`config.mk`:
```
export PLATFORM = sky130hd
export DESIGN_NAME = pipe_stage_chain
export DESIGN_NICKNAME = d
export VERILOG_FILES = /design/src/rtl/pipe_stage_chain.sv
export SDC_FILE = /design/constraint.sdc
export NUM_CORES = 1
export LEC_CHECK = 0
export CORE_MARGIN = 1.5
export CORE_UTILIZATION = 46
export DETAILED_ROUTE_END_ITERATION = 10
export PLACE_DENSITY = 0.93
export SYNTH_ARGS = -nofsm -noshare
export SYNTH_HDL_FRONTEND = slang
export SYNTH_SLANG_ARGS = --single-unit
```
`constraint.sdc`:
```
create_clock -name clk -period 3.7 [get_ports clk]
set_clock_uncertainty 0.15 [all_clocks]
set_input_delay 0.555 -clock clk [delete_from_list [all_inputs] [get_ports clk]]
set_output_delay 0.555 -clock clk [all_outputs]
set_load 0.01 [all_outputs]
```
`src/rtl/pipe_stage_chain.sv`:
```
`default_nettype none
// ============================================================================
//  Module   : pipe_stage_chain
//  Purpose  : Parametrised pipeline-register chain carrying a payload word,
//             a destination-register tag and a write-enable through DEPTH
//             stages. Supports per-stage stall and clear, stall propagation
//             towards younger stages, bubble insertion, a youngest-first
//             forwarding lookup, an occupancy count and a saturating flush
//             counter.
//  Ports    : clk, reset (async, active-low)
//             in_valid/in_data/in_tag/in_we -> stage 0, in_ready = ~hold[0]
//             stall[DEPTH], clear[DEPTH]    -> per-stage hold / flush
//             stage_valid/data/tag/we       -> flattened per-stage contents
//             out_valid/data/tag/we         -> copy of stage DEPTH-1
//             q_addr -> q_hit/q_data/q_stage (combinational forwarding)
//             occ (registered valid count), flush_cnt (saturating)
//  Revision : 1.0  initial release
// ============================================================================
module pipe_stage_chain #(
  parameter int WIDTH = 32,
  parameter int DEPTH = 4,
  parameter int TAGW  = 5
) (
  input  logic                   clk,
  input  logic                   reset,
  input  logic                   in_valid,
  input  logic [WIDTH-1:0]       in_data,
  input  logic [TAGW-1:0]        in_tag,
  input  logic                   in_we,
  output logic                   in_ready,
  input  logic [DEPTH-1:0]       stall,
  input  logic [DEPTH-1:0]       clear,
  output logic [DEPTH-1:0]       stage_valid,
  output logic [DEPTH*WIDTH-1:0] stage_data,
  output logic [DEPTH*TAGW-1:0]  stage_tag,
  output logic [DEPTH-1:0]       stage_we,
  output logic                   out_valid,
  output logic [WIDTH-1:0]       out_data,
  output logic [TAGW-1:0]        out_tag,
  output logic                   out_we,
  input  logic [TAGW-1:0]        q_addr,
  output logic                   q_hit,
  output logic [WIDTH-1:0]       q_data,
  output logic [2:0]             q_stage,
  output logic [3:0]             occ,
  output logic [15:0]            flush_cnt
);

  // Stage registers, flattened so stage i-1 feeds stage i by a plain shift.
  logic [DEPTH-1:0]       r_valid;
  logic [DEPTH-1:0]       r_we;
  logic [DEPTH*WIDTH-1:0] r_data;
  logic [DEPTH*TAGW-1:0]  r_tag;
  logic [3:0]             r_occ;
  logic [15:0]            r_flush_cnt;

  logic [DEPTH-1:0]       w_hold;
  logic [DEPTH-1:0]       w_prev_hold;
  logic [DEPTH-1:0]       w_prev_valid;
  logic [DEPTH-1:0]       w_prev_we;
  logic [DEPTH*WIDTH-1:0] w_prev_data;
  logic [DEPTH*TAGW-1:0]  w_prev_tag;
  logic [DEPTH-1:0]       w_nvalid;
  logic [DEPTH-1:0]       w_nwe;
  logic [DEPTH*WIDTH-1:0] w_ndata;
  logic [DEPTH*TAGW-1:0]  w_ntag;
  logic [3:0]             w_nocc;
  logic [3:0]             w_flush_add;
  logic [16:0]            w_flush_sum;
  logic [15:0]            w_nflush_cnt;

  // A stall on any older stage freezes this one too: suffix-OR of stall.
  always_comb begin : hold_calc
    logic acc;
    acc    = 1'b0;
    w_hold = '0;
    for (int i = DEPTH - 1; i >= 0; i--) begin
      acc       = acc | stall[i];
      w_hold[i] = acc;
    end
  end

  // Source of each stage: stage 0 reads the input port, others the stage
  // below. Stage 0 never sees a held predecessor, so it never bubbles.
  assign w_prev_hold  = {w_hold[DEPTH-2:0], 1'b0};
  assign w_prev_valid = {r_valid[DEPTH-2:0], in_valid};
  assign w_prev_we    = {r_we[DEPTH-2:0], in_we};
  assign w_prev_data  = {r_data[(DEPTH-1)*WIDTH-1:0], in_data};
  assign w_prev_tag   = {r_tag[(DEPTH-1)*TAGW-1:0], in_tag};

  always_comb begin
    w_nvalid = '0;
    w_nwe    = '0;
    w_ndata  = '0;
    w_ntag   = '0;
    for (int i = 0; i < DEPTH; i++) begin
      if (clear[i]) begin
        // flushed: stays all-zero
      end else if (w_hold[i]) begin
        w_nvalid[i]                = r_valid[i];
        w_nwe[i]                   = r_we[i];
        w_ndata[i*WIDTH +: WIDTH]  = r_data[i*WIDTH +: WIDTH];
        w_ntag[i*TAGW +: TAGW]     = r_tag[i*TAGW +: TAGW];
      end else if (w_prev_hold[i]) begin
        // bubble: stays all-zero
      end else begin
        w_nvalid[i]                = w_prev_valid[i];
        w_nwe[i]                   = w_prev_we[i];
        w_ndata[i*WIDTH +: WIDTH]  = w_prev_data[i*WIDTH +: WIDTH];
        w_ntag[i*TAGW +: TAGW]     = w_prev_tag[i*TAGW +: TAGW];
      end
    end
  end

  // Occupancy tracks next-state valids; flush count adds discarded entries.
  always_comb begin
    w_nocc      = '0;
    w_flush_add = '0;
    for (int i = 0; i < DEPTH; i++) begin
      w_nocc      = w_nocc + {3'b000, w_nvalid[i]};
      w_flush_add = w_flush_add + {3'b000, clear[i] & r_valid[i]};
    end
    w_flush_sum  = {1'b0, r_flush_cnt} + {13'b0, w_flush_add};
    w_nflush_cnt = w_flush_sum[16] ? 16'hFFFF : w_flush_sum[15:0];
  end

  always_ff @(posedge clk or negedge reset) begin
    if (!reset) begin
      r_valid     <= '0;
      r_we        <= '0;
      r_data      <= '0;
      r_tag       <= '0;
      r_occ       <= '0;
      r_flush_cnt <= '0;
    end else begin
      r_valid     <= w_nvalid;
      r_we        <= w_nwe;
      r_data      <= w_ndata;
      r_tag       <= w_ntag;
      r_occ       <= w_nocc;
      r_flush_cnt <= w_nflush_cnt;
    end
  end

  // Forwarding: scan oldest to youngest so the youngest match wins.
  always_comb begin
    q_hit   = 1'b0;
    q_data  = '0;
    q_stage = '0;
    for (int i = DEPTH - 1; i >= 0; i--) begin
      if (r_valid[i] && r_we[i] && (q_addr != '0) &&
          (r_tag[i*TAGW +: TAGW] == q_addr)) begin
        q_hit   = 1'b1;
        q_data  = r_data[i*WIDTH +: WIDTH];
        q_stage = 3'(i);
      end
    end
  end

  assign in_ready    = ~w_hold[0];
  assign stage_valid = r_valid;
  assign stage_we    = r_valid & r_we;
  assign stage_data  = r_data;
  assign stage_tag   = r_tag;
  assign out_valid   = r_valid[DEPTH-1];
  assign out_we      = r_valid[DEPTH-1] & r_we[DEPTH-1];
  assign out_data    = r_data[(DEPTH-1)*WIDTH +: WIDTH];
  assign out_tag     = r_tag[(DEPTH-1)*TAGW +: TAGW];
  assign occ         = r_occ;
  assign flush_cnt   = r_flush_cnt;

endmodule
`default_nettype wire

```
### Word-level counts from Yosys, hierarchy flattened

Index checks and enable logic that the tools add are counted.

* output and inout port bits: 252
* register bits: 176

* bitwise logic cells: 10
* multiplexer cells: 57
* reduce and logical (&&, ||, !) cells: 13
* eq/ne operators: 8
* $add $sub $neg: 7

Operator list (count)
* 2-to-1 mux 32 bit: 15
* 2-to-1 mux 5 bit: 11
* 2-to-1 mux 1 bit: 26
* == test 5 bit: 4
* adder 16 x 4 -> 17 bit: 1
* 2-to-1 mux 16 bit: 1
* logical AND 1 bit: 12
* adder 3 x 1 -> 4 bit: 2
* adder 2 x 1 -> 3 bit: 2
* 2-to-1 mux 2 bit: 3
* != test 2 bit, second input constant: 3
* bitwise AND 1 bit: 5
* nonzero test 5 bit: 1
* adder 1 x 1 -> 2 bit: 2
* bitwise AND 4 bit: 1
* 2-to-1 mux 3 bit: 1
* bitwise OR 1 bit: 3
* != test 2 x 1 -> 1 bit, second input constant: 1
* NOT 1 bit: 1

### Longest topological paths before layout

Gate-level depths: netlist of run 1.

* depth after elaboration: 9
* gate-level depth with buffers: 11

### Worst setup path after synthesis of run 1

OpenSTA, ideal clock, no wires.

* kind: input to register
* start point: in clear[0]
* end point: reg r_flush_cnt[11] (netlist: flush_cnt[11])
* arrival time: 2.927 ns
* data required time: 3.408 ns
* path buffers: 3
* setup slack: 0.481 ns
* library setup time: 0.142 ns
* stages: 11
* path through: clkbuf_1 nand2_1 fa_1 fa_1 inv_1 fa_1 and4_1 clkbuf_1 nand4_1 clkbuf_1 nand3_1

* longest elaborated chain between the ends: 6

Ends and longest elaborated chain
* start: declaration: RTL line 32 `input logic [DEPTH-1:0] clear,`
* bitwise AND 1 bit: RTL line 121 `w_flush_add = w_flush_add + {3'b000, clear[i] & r_valid[i]};`
* adder 1 x 1 -> 2 bit: RTL line 121
* adder 2 x 1 -> 3 bit: RTL line 121
* adder 3 x 1 -> 4 bit: RTL line 121
* adder 16 x 4 -> 17 bit: RTL line 123 `w_flush_sum = {1'b0, r_flush_cnt} + {13'b0, w_flush_add};`
* 2-to-1 mux 16 bit: RTL line 124 `w_nflush_cnt = w_flush_sum[16] ? 16'hFFFF : w_flush_sum[15:0];`
* net w_nflush_cnt[11]: RTL line 70 `logic [15:0] w_nflush_cnt;`
* end signal: assignment: RTL line 141 `r_flush_cnt <= w_nflush_cnt;`
* end: declaration: RTL line 55 `logic [15:0] r_flush_cnt;`

The timed path passes the listed nets, and every way through them passes these cells.
A chain may end at the register's enable or synchronous reset.

### Worst setup path after layout of run 1

* start point: in q_addr[4]
* end point: out q_data[7]

* longest elaborated chain between the ends: 7
* elaborated cells on any way between the ends: 17
* classes of those cells: eq/ne: 4; mux: 4; reduce/logical: 9

Ends and longest elaborated chain
* start: declaration: RTL line 41 `input logic [TAGW-1:0] q_addr,`
* nonzero test 5 bit: RTL line 151 `if (r_valid[i] && r_we[i] && (q_addr != '0) &&`
* logical AND 1 bit (2 in a row): RTL line 151
* 2-to-1 mux 32 bit (3 in a row): RTL line 151
* 2-to-1 mux 32 bit (*): RTL line 151
* end: declaration: RTL line 43 `output logic [WIDTH-1:0] q_data,`

Every way passes the cells marked *; elsewhere a longest branch is shown, timed or not.

==> summary.md, run 1 <==
| Metric | Value |
|---|---|
| Leak | ~5.5 nW |
| Dominant synthesized flop cell | dfrtp_1 |
| Compound-cell area share of the yosys netlist | 23.10% |
| Violated checks | negative hold slack |
| VDD IR-drop max | 0.0002920 V |
| Vias | 7939 |
| Worst-Skew Late Latency | about 0.43 ns |
| CTS tree | done |
| Max cap viols | 0 |
| Crit path launch | q_addr[4] |
| Overflow after GRT | 0 |
| Sw Pwr | 1.028 mW |
| Syn-to-layout area delta | 42.79% |
| Combinational power share | 7.6% |
| Worst R2R Path Depth | 9 |
| GRT Resource Usage Total | a little under 30% |
| Yosys Warn Count | 0 |
| Total CTS buffers | 17 |
| Number of synthesized flops with an enable pin | 0 |
| Nets@finish | about 1200 |
| Die Y | between 100 and 150 um |
| Fmax | between 200 and 300 MHz |
| Synth Area in Simple Gates | 12.20% |
| Mapped Cells | 834 |
| Endpoints failing hold | 1 |
| Mux share of post-synthesis cell area | 0.3764% |
| Post-synth top area share | 50.67% |
| Sw Share | 24.93% |
| Crit path launch type | input port |
| Tot Pwr | 4.125 mW |
| # clock sinks | between 150 and 200 |
| Flop pwr share | 47.7% |
| RSZ-0062 raised after global routing | no |
| Combinational family with the most area after synthesis | compound AO/OA/AOI/OAI gates |
| Final Cycle Share | 99.28% |
| Max Transition Viols Final | 0 |
| Fin util | 67.78% |
| IO Count | 306 |
| Fraction of layout cells with a size suffix above 1 | 13.80% |
| Gpl congestion | 0.8843 |
| DR iter-0 viols | approximately 640 |
| Worst setup path endpoint | q_data[7] |
| Least-Margin Pin Slew | 1.142 ns |
| Die width | around 140 um |
| Vias in the first global route | 7973 |
| Initial antenna violation count | 2 |
| Initial core utilization | 47.47% |
| Largest net degree at the start of global routing | about 80 |
| Synth Area in XOR/XNOR | about 2.8% |
| Vias per cell | 5.925 |
| WL/cell | around 21 um |
| Worst Path Required | roughly 3 ns |
| CTS root buf | clkbuf_16 |
| Worst-path fanout max | 19 |
| Longest Clk Path Bufs | 2 |
| Leading area contributor after synthesis | dfrtp_1 |
| Internal | between 3 and 4 mW |
| Adder-cell share of the synthesized area | 1.361% |
| DRC viols | 0 |
| #FFs+latches synth | about 180 |
| Port bufs | 303 |
| Worst reg2reg startpoint | stage_valid[0] |
| Post-DRT Antenna Nets | 0 |
| Worst reg2reg endpoint | flush_cnt[8] |
| Reg2reg setup slack | between 0.7 and 0.8 ns |
| # setup viols final | 0 |
| Dpl hpwl | between 15 and 20 mm |
| Seq/Total Area, Yosys | around half |
| Count of cell types in the netlist | 42 |
| Clk pwr share | roughly 45% |
| Syn_area_per_cell | between 10 and 15 um^2 |
| Worst min-delay path category | in2async |
| CTS H-tree lvls | 4 |
| Clock-pin slew of the registers on the worst-case setup and hold paths | roughly 0.08 ns |
| Die area | slightly below 20000 um^2 |
| Synth area leaders | dfrtp_1 (51%), a22o_1 (12%), nand2_1 (5.7%) |
| Worst setup EP type | primary output |
| Async SR Flop Fraction | 100.0% |
| Hold buffer count at cts | 0 |
| Period minus WS final | around 3.7 ns |
| Final WL | 28.70 mm |
| Synthesized area | 8643 um^2 |
| First-pass GRT wire length | 44.55 mm |
| Fin Hold WS | -0.001864 ns |
| Pwr dens | about 330 nW/um^2 |
| Worst Path Arrival | 2.97 ns |
| Outcome | finished with violations |
| Num rows | just under 50 |
| CP Class | in2out |
| Slew headroom | 23.69% |
| Core Region | 18210 um^2 |
| TritonRoute pass-1 iters | 5 |
## cells in the final DEF, fill, tap and decap left out, types with 4 or more instances in the layout
cell and instances:
buf_6 4, dfrtp_1 175, clkbuf_16 17, clkdlybuf4s50_1 265
clkdlybuf4s15_1 8, nor2_1 36, clkbuf_2 20, a22o_1 117
nand3_1 35, inv_6 4, buf_12 6, inv_8 4
dlygate4sd2_1 5, inv_1 39, fa_1 4, o311a_1 32
a21oi_1 40, and3_1 4, buf_4 42, xor2_1 22
and2_1 4, xnor2_1 6, o31ai_2 30, nand2_1 132
## power groups by stage
stage | Combinational (mW) | Sequential (mW) | Clock [mW]
final | 0.315 | 1.97 | 1.84
after global routing | 0.341 | 1.97 | 1.95
after CTS | 0.317 | 1.97 | 1.87
after detailed placement | 0.315 | 2.00 | 0
after global placement | 0.304 | 2.00 | 0
after floorplan | 0.105 | 2.01 | 0
## how the worst min path moves through the flow
stage,start,endpoint
floorplan,reset,flush_cnt[0]
global placement,r_we[3],r_we[3]
detailed placement,flush_cnt[12],flush_cnt[12]
CTS,reset,flush_cnt[11]
global route,reset,flush_cnt[12]
finish,reset,flush_cnt[11]
## per-layer routing
| metal | routed length [um] | vias to the layer above | GRT usage (%) |
|---|---|---|---|
| met4 | 1062 | 0 | 14.35 |
| met2 | 14310 | 487 | 49.20 |
| met1 | 11040 | 3931 | 36.14 |
| li1 | - | 3440 | - |
| met3 | 2280 | 81 | 6.120 |
| met5 | 0 | - | 0 |
## per-stage QoR
stage	hold WS [ns]	setup slack, ns	instance area [um^2]	TNS [ns]	cells
6_report	-0.001864	0.02682	12340	0	1340
5_1_grt	0.05733	0.003091	12340	0	1340
4_1_cts	0.03022	0.001132	12390	0	1337
3_5_place_dp	0.3535	-0.4111	11800	-7.421	1304
3_3_place_gp	0.3328	-0.2667	11800	-7.015	1304
2_1_floorplan	0.1094	0.4813	8647	0	835
## kinds of logic (layout without fill, tap and decap cells)
group                    after synthesis  count (layout)
AO/OA/AOI/OAI                        230             230
XOR/XNOR                              28              28
adder cells (fa/ha/maj)                7               7
buffers and inverters                152             426
flip-flops                           175             175
multiplexers                           3               3
other                                  1               4
AND/OR/NAND/NOR                      238             238
## what timing repair did
item	CTS	global route
setup buffers	1	1
pin swaps	4	2
endpoints found under the setup margin	35	31
gates resized for setup	45	54
## Yosys cell counts (5+ instances only)
master,number
a21oi_1,40
a22o_1,117
and2_1,5
buf_2,8
buf_4,43
clkbuf_1,48
dfrtp_1,175
inv_1,40
nand2_1,132
nand3_1,35
nor2_1,39
o311a_1,32
o31ai_2,29
xnor2_1,6
xor2_1,22
## critical path, stage by stage
cell and delay, ns:
clkdlybuf4s50_1 0.47, buf_4 0.20, nor4_4 0.30, buf_4 0.17, a211oi_4 0.06, and2_4 0.19, buf_12 0.15, o311a_1 0.35
o31ai_2 0.21, dlygate4sd2_1 0.30
## sequential cells by signal, indices dropped and copies added (netlist names)
name,cells
occ,3
stage_valid,4
stage_data,128
stage_tag,20
flush_cnt,16
r_we,4
## cell type report
type / instances / area, um^2
timing repair buffer: 354 / 3385
tap: 229 / 286.5
sequential: 175 / 4379
fill: 1293 / 5867
multi-input combinational: 508 / 3536
clock buffer: 18 / 429.2
inverter: 40 / 150.1
clock inverter: 14 / 171.4
antenna: 2 / 5.005
No activity file was read; power rests on OpenSTA's default activity.
==> run 2: changes to the inputs <==
Settings changed: SKIP_LAST_GASP from default to 1.
Clock period 3.7 ns to 4.1 ns, I/O delays scaled along.
==> run 2 against run 1 <==
Compared with the run above:
- the flow finishes with violations (negative setup slack)
- sequential share of layout area about the same
- first-iteration DRC count down 2.4%
- die area unchanged
- clock-buffer cell count up 1
- worst hold slack better by 0.025 ns
- sequential power down 9.6%
- utilization about the same
- global-route usage up 0.42 points
- via count about the same
- worst setup slack worse by 0.059 ns
- register-to-register slack better by 0.42 ns
- combinational power down 8.9%
==> summary.md, run 2 (synthesis results as in run 1) <==
| Metric | Value |
|---|---|
| Outcome | finished with violations |
| Violated checks | negative setup slack |
| Worst reg2reg endpoint | flush_cnt[14] |
| Largest net degree at the start of global routing | between 70 and 80 |
| Fraction of layout cells with a size suffix above 1 | 10.51% |
| Post-DRT Antenna Nets | 0 |
| Hold buffer count at cts | 0 |
| RSZ-0062 raised after global routing | yes |
| Worst reg2reg startpoint | stage_valid[2] |
| CTS H-tree lvls | 4 |
| Most Frequent Cell on Critical Path | buf_4 |
| Longest Clk Path Bufs | 2 |
| TritonRoute pass-1 iters | 5 |
| Nets@finish | 1142 |
| Final setup margin | -0.03174 ns |
| Vias | 7946 |
| CP Class | in2out |
| Crit-path slowest cell | clkdlybuf4s50_1 |
| Num rows | 49 |
| Slowest stage delay, CP | 0.57 ns |
| CTS tree | done |
| Core Region | 18210 um^2 |
| Syn-to-layout area delta | 42.73% |
| Fmax | 242.0 MHz |
| Commonest non-fill, non-tap cell in the layout | clkdlybuf4s50_1 |
| Reg2reg setup slack | 1.21 ns |
| Worst Path Arrival | 3.37 ns |
| DRC viols | 0 |
| Final WL | 29.06 mm |
| Die width | between 100 and 150 um |
| # clock sinks | approximately 180 |
| Place WS | -0.1373 ns |
| Leak | 5.515 nW |
| WL/cell | 21.91 um |
| First-pass GRT wire length | 45.02 mm |
| Crit path launch type | input port |
| Max reg flops | 128 |
| Max Transition Viols Final | 0 |
| Die area | 19620 um^2 |
| DR iter-0 viols | 620 |
| Worst-path fanout max | 16 |
| Fin Hold WS | 0.02341 ns |
| Vias per cell | about 6.0 |
| Tot Pwr | 3.729 mW |
| Worst Path Required | roughly 3.3 ns |
| Worst setup EP type | primary output |
| Period minus WS final | slightly above 4 ns |
| IO Count | 306 |
| Overflow after GRT | 0 |
| Most frequent cells in the layout | clkdlybuf4s50_1 (290), dfrtp_1 (175), nand2_1 (132) |
| Vias in the first global route | ~8000 |
| Gpl congestion | 0.8605 |
| Max cap viols | 0 |
| Worst min-delay path category | in2async |
| Final Cycle Share | 100.8% |
| Port bufs | 303 |
| Worst R2R Path Depth | 9 |
| Final Cell Area | between 10000 and 15000 um^2 |
| Dpl hpwl | just under 20 mm |
| Initial core utilization | between 40 and 50% |
| Endpoints failing hold | 0 |
| CP Cell Sequence | clkdlybuf4s50_1 -> buf_4 -> xor2_1 -> nor4_2 -> nand4_1 -> buf_4 -> buf_4 -> o311a_1 -> o31ai_2 -> clkdlybuf4s50_1 |
| VDD IR-drop max | ~0.00028 V |
| Worst-Skew Late Latency | 0.44 ns |
| Clock-pin slew of the registers on the worst-case setup and hold paths | 0.07 ns |
| Post-CTS Setup Inserts | 0 |
| Die Y | 140.1 um |
| Slew headroom | 54.70% |
| Initial antenna violation count | 4 |
| Dpl cell area | 11700 um^2 |
| # setup viols final | 9 |
| CTS root buf | clkbuf_16 |
| GRT Resource Usage Total | 29.72% |
| Least-Margin Pin Slew | 0.6795 ns |
| Pwr dens | between 300 and 400 nW/um^2 |
| Total CTS buffers | 17 |
==> run 2: cell types whose count changed in the layout (fill, tap and decap cells not counted), moves of 3 or more <==
cell             change
dlygate4sd2_1        -3
clkbuf_2            -20
clkdlybuf4s50_1     +25
clkdlybuf4s15_1      -8
inv_8                -3
buf_6                -3
dlymetal6s2s_1       +8
buf_4               -12
==> run 2: routing by layer <==
metal	wire, um	vias to the layer above	GRT usage (%)	part of all wire, %
li1	-	3416	-	-
met1	11270	3980	36.29	39
met2	14450	474	50.30	50
met3	2266	76	6.256	7.8
met4	1076	0	14.57	3.7
met5	0	-	0	0
==> run 2: how the worst max path moves through the flow <==
stage                          from             to  slack (ns)  cells past startpoint
after global placement    q_addr[2]     q_data[26]       -0.05                     10
after CTS                 q_addr[0]      q_data[8]      -0.006                     10
final                     q_addr[0]     q_data[25]       -0.03                     10
after global routing      q_addr[0]     q_data[25]       -0.12                     10
after detailed placement  q_addr[2]     q_data[26]       -0.14                     10
after floorplan            clear[0]  flush_cnt[11]        0.82                     11
==> run 2: cell type report <==
type | count | area (um^2)
clock buffers | 19 | 452.9
diodes | 3 | 7.507
well taps | 229 | 286.5
clock inverters | 13 | 150.1
flip-flops and latches | 175 | 4379
fillers | 1307 | 5872
repair buffers | 339 | 3395
inverters | 40 | 150.1
multi-input cells | 508 | 3516
==> run 2: where the power goes <==
group          switching, mW  internal, mW
sequential            0.0279          1.75
combinational          0.165         0.122
clock                  0.722         0.944
==> run 2: through the flow <==
step	cells	util, %	TNS [ns]
floorplan	835	-	0
global placement	1291	64.25	-0.1766
detailed placement	1291	64.25	-1.335
CTS	1323	67.59	-0.008842
global route	1326	67.75	-1.654
finish	1326	67.75	-0.1472
==> run 2: critical path: cells and delay by family <==
kind / cells / cell delay, ns
AND/OR/NAND/NOR: 2 / 0.53
AO/OA/AOI/OAI: 2 / 0.39
XOR/XNOR: 1 / 0.16
buffers and inverters: 5 / 1.67
==> run 2: what timing repair did <==
| item | in CTS | in global routing |
|---|---|---|
| gates resized for setup | 3 | 9 |
| pin swaps | 0 | 2 |
| endpoints found under the setup margin | 20 | 22 |
